`src/rtl/cacheline_adaptor.sv`:
```
// cacheline_adaptor
// Bridges the data cache's single-line physical-memory port to a 4-beat, 64-bit burst memory.
// Each 256-bit line read or write from the cache becomes one burst. The cache sees a one-cycle
// pmem_resp pulse when the burst completes.
//
// Ports:
//   clk, rst_n          clock (rising edge), asynchronous active-low reset
//   pmem_read/write     line request from cache, held until pmem_resp
//   pmem_address        line address, [4:0] ignored
//   pmem_wdata256       line to write
//   pmem_rdata256       last assembled read line (register)
//   pmem_resp           one-cycle completion pulse
//   mem_read/write      burst request to memory
//   mem_address         latched line address, [4:0] = 0
//   mem_wdata64         current write beat
//   mem_rdata64         read beat, valid with mem_resp
//   mem_resp            one beat transferred per high cycle
module cacheline_adaptor (
  input  logic         clk,
  input  logic         rst_n,
  input  logic         pmem_read,
  input  logic         pmem_write,
  input  logic [31:0]  pmem_address,
  input  logic [255:0] pmem_wdata256,
  output logic [255:0] pmem_rdata256,
  output logic         pmem_resp,
  output logic         mem_read,
  output logic         mem_write,
  output logic [31:0]  mem_address,
  output logic [63:0]  mem_wdata64,
  input  logic [63:0]  mem_rdata64,
  input  logic         mem_resp
);

  typedef enum logic [1:0] {StIdle, StRead, StWrite, StDone} state_e;

  state_e         state_q, state_d;
  logic [1:0]     beat_q, beat_d;
  logic [31:0]    addr_q, addr_d;
  logic [255:0]   wline_q, wline_d;
  logic [255:0]   rline_q, rline_d;

  // Offset bits select a byte within the line and never reach memory.
  logic unused_addr_bits;
  assign unused_addr_bits = ^pmem_address[4:0];

  always_comb begin
    state_d = state_q;
    beat_d  = beat_q;
    addr_d  = addr_q;
    wline_d = wline_q;
    rline_d = rline_q;
    unique case (state_q)
      StIdle: begin
        // Write wins when both requests are present.
        if (pmem_write) begin
          addr_d  = {pmem_address[31:5], 5'b0};
          wline_d = pmem_wdata256;
          beat_d  = 2'd0;
          state_d = StWrite;
        end else if (pmem_read) begin
          addr_d  = {pmem_address[31:5], 5'b0};
          beat_d  = 2'd0;
          state_d = StRead;
        end
      end
      StRead: begin
        if (mem_resp) begin
          rline_d[{beat_q, 6'b0} +: 64] = mem_rdata64;
          beat_d = beat_q + 2'd1;
          if (beat_q == 2'd3) state_d = StDone;
        end
      end
      StWrite: begin
        if (mem_resp) begin
          beat_d = beat_q + 2'd1;
          if (beat_q == 2'd3) state_d = StDone;
        end
      end
      // Return to idle unconditionally; the still-high request is only sampled next edge.
      StDone: state_d = StIdle;
      default: state_d = StIdle;
    endcase
  end

  always_ff @(posedge clk or negedge rst_n) begin
    if (!rst_n) begin
      state_q <= StIdle;
      beat_q  <= 2'd0;
      addr_q  <= '0;
      wline_q <= '0;
      rline_q <= '0;
    end else begin
      state_q <= state_d;
      beat_q  <= beat_d;
      addr_q  <= addr_d;
      wline_q <= wline_d;
      rline_q <= rline_d;
    end
  end

  // Outputs come from registers or state decode only; no path from mem_resp.
  assign pmem_resp     = (state_q == StDone);
  assign mem_read      = (state_q == StRead);
  assign mem_write     = (state_q == StWrite);
  assign mem_address   = addr_q;
  assign mem_wdata64   = wline_q[{beat_q, 6'b0} +: 64];
  assign pmem_rdata256 = rline_q;

endmodule

```
`config.mk`:
```
export PLATFORM = sky130hd
export DESIGN_NAME = cacheline_adaptor
export DESIGN_NICKNAME = d
export VERILOG_FILES = /design/src/rtl/cacheline_adaptor.sv
export SDC_FILE = /design/constraint.sdc
export NUM_CORES = 1
export LEC_CHECK = 0
export CORE_AREA = 3 3 274 276
export DETAILED_ROUTE_END_ITERATION = 6
export DIE_AREA = 0 0 277 279
export SLEW_MARGIN = 5
export SYNTH_ARGS = -nofsm -noshare
export SYNTH_HDL_FRONTEND = slang
export SYNTH_SLANG_ARGS = --single-unit
```
`constraint.sdc`:
```
create_clock -name clk -period 2.49 [get_ports clk]
set_input_delay 0.498 -clock clk [delete_from_list [all_inputs] [get_ports clk]]
set_output_delay 0.498 -clock clk [all_outputs]
set_load 0.01 [all_outputs]
```
==> out/results.ini <==
[yosys]
synthesis.area_mm2=0.0214
synth.distinct_cells=26
yosys_warnings=0
syn_area_per_cell_um2=16.5
synth_seq_cells=543
seq_area_frac_synth=0.634
synthCells=1297

[global_route]
grt_max_degree=74
grt_overflow=0
grt_usage=0.180
grt_pass1_wl_um=107000
grt_pass1_vias=16282
antenna_found_initial=24

[cells_and_area]
area_growth_pct=52.9
final_common_cell=clkdlybuf4s50_1
layout_common_cells=clkdlybuf4s50_1, dfrtp_1, mux2_2
drive_gt1_frac=0.299
instances_no_fill=3073
final_util=0.450
nets=2431

[floorplanning]
initial_utilization=0.294
ios=712
die_w_um=277
core_area_mm2=0.0728
die_y_um=279
die_area_mm2=0.0773
num_rows=99

[critical_path]
critPathCapture=mem_wdata64[6]
critPathMaxFanout=7
setup.worst_path.end_class=output pin
r2r_slack_ns=0.04
r2r_end=pmem_rdata256[188]
r2r-start=beat_q[0]
start_kind=flip-flop
crit_arrival_ns=2.14
reg2reg_depth=10
worstPathRequired_ns=1.99
crit_start=beat_q[0]
critPathKind=reg2out

[outcome]
status=finished, violations left
violations=setup timing

[clocking]
cts_max_path_buffers=3
clockRootBuffer=clkbuf_16
cts_tree=built
clock_latency_ns=0.60
cts.sinks=543
numCtsBuffers=59
clk_transition_reported_paths_ns=0.06
htreeDepth=2

[hold_path]
hp-class=in2async

[drt]
routed_wl_um=73300
drtIter0Drc=727
wl_per_cell_um=23.9
vias_per_cell=4.91
drcViolationCount=0
vias=15097
ant_nets=0
drt-pass1-iter-count=4

[pwr]
peakVddDrop_mv=0.779
leakagePower_uw=0.0141
powerDensity_mw_per_mm2=1120

[run]
drv_cap=0

[placed_design]
dp_worst_setup_slack_ns=-0.0953
dp_hpwl_um=49900
routabilityCongestion=0.812
placed_cells=2913
port_buffers=701

[sta]
slew_headroom=0.605
clock-skew-final_ns=0.0168
timing.final.ws_setup_ns=-0.148
fin_crit_ns=2.64
fmax_mhz=379
tightest_slew_ns=0.593
setup_violations=61
final-max-slew-violation-count=0
hold_viol=0
rsz0062_at_grt=true
fin_crit_sh=1.06

timing repair:
| action | in CTS | in global routing |
|---|---|---|
| gates resized for setup | 362 | 41 |
| hold buffers | 1 | 0 |
| pin swaps | 2 | 2 |
| gates cloned | 6 | 6 |
| setup endpoints to repair | 156 | 201 |
| hold endpoints to repair | 35 | 0 |
| buffers inserted | 34 | 10 |
Yosys cell counts:
library cell    n  share of area
nor2_1          2        0.00035
mux2i_1         2        0.00093
nand2_1         8         0.0014
dfrtp_1       543           0.63
mux2_2        285           0.15
nor3_2          1        0.00047
clkbuf_1       37         0.0065
inv_1           6         0.0011
nand2b_2        1        0.00041
nor3_1          1        0.00023
nor4_4          3         0.0030
o21ai_0         1        0.00023
conb_1          1        0.00018
nand2b_1        2        0.00058
a22o_1        252           0.10
buf_1           1        0.00018
mux4_2         64          0.067
nand3_1         4        0.00093
buf_2          45          0.011
buf_6          12         0.0063
a22oi_1         1        0.00035
o21ai_2         1        0.00041
a221oi_1        1        0.00041
ha_1           12         0.0070
a32o_1          4         0.0019
buf_4           7         0.0025
cells by family after synthesis:
family	count (synthesis)	synth area share
other	1	0.000175
adders and majority gates	12	0.00701
DFF	543	0.634
buffers and inverters	108	0.0270
AOI/OAI and AO/OA	260	0.106
muxes	351	0.218
and+or+nand+nor	22	0.00736
where the power goes:
part	switching (uW)	internal, uW	leakage (uW)
Clock	3580	5320	0.00100
Sequential	1600	11800	0.00693
Combinational	5620	8830	0.00615
metal layers:
layer	track usage	vias up	wire length (um)	part of all wire
li1	-	6451	-	-
met1	0.207	7757	27000	0.37
met2	0.302	706	35800	0.49
met3	0.0813	151	8010	0.11
met4	0.0550	32	2300	0.031
met5	0	-	218	0.0030
worst min path at each step:
| stage | from | endpoint |
|---|---|---|
| 2_1_floorplan | rst_n | beat_q[0] |
| 3_3_place_gp | pmem_rdata256[220] | pmem_rdata256[220] |
| 3_5_place_dp | wline_q[138] | wline_q[138] |
| 4_1_cts | rst_n | wline_q[232] |
| 5_1_grt | pmem_wdata256[106] | wline_q[106] |
| 6_report | rst_n | wline_q[232] |
final cells by class:
cell class | count | area, um2
well taps | 959 | 1200
clock buffers | 88 | 1820
inverters | 6 | 26.3
clock inverters | 19 | 183
fillers | 6427 | 40100
multi-input cells | 650 | 7330
flip-flops and latches | 543 | 13600
repair buffers | 802 | 8590
diodes | 6 | 15.0
sequential cells by signal, indices dropped and copies added (netlist names):
signal	flops
beat_q	2
mem_address	27
pmem_rdata256	256
state_q	2
wline_q	256
critical path, stage by stage (launching register included):
cell	delay [ns]
dfrtp_4	0.52
buf_12	0.16
buf_12	0.14
mux4_2	0.55
buf_6	0.15
stage by stage:
stage / TNS [ns] / cell area (um2) / power, uW / hold slack (ns)
after global placement: -0.000459 / 30000 / 26900 / 0.476
after global routing: -14.83 / 32700 / 38800 / 0.465
after detailed placement: -4.72 / 30000 / 27300 / 0.487
after floorplan: 0 / 21400 / 20200 / 0.202
final: -4.77 / 32800 / 36800 / 0.460
after CTS: -12.36 / 32500 / 37200 / 0.441
Note: power is estimated with default switching activity, not from simulation.
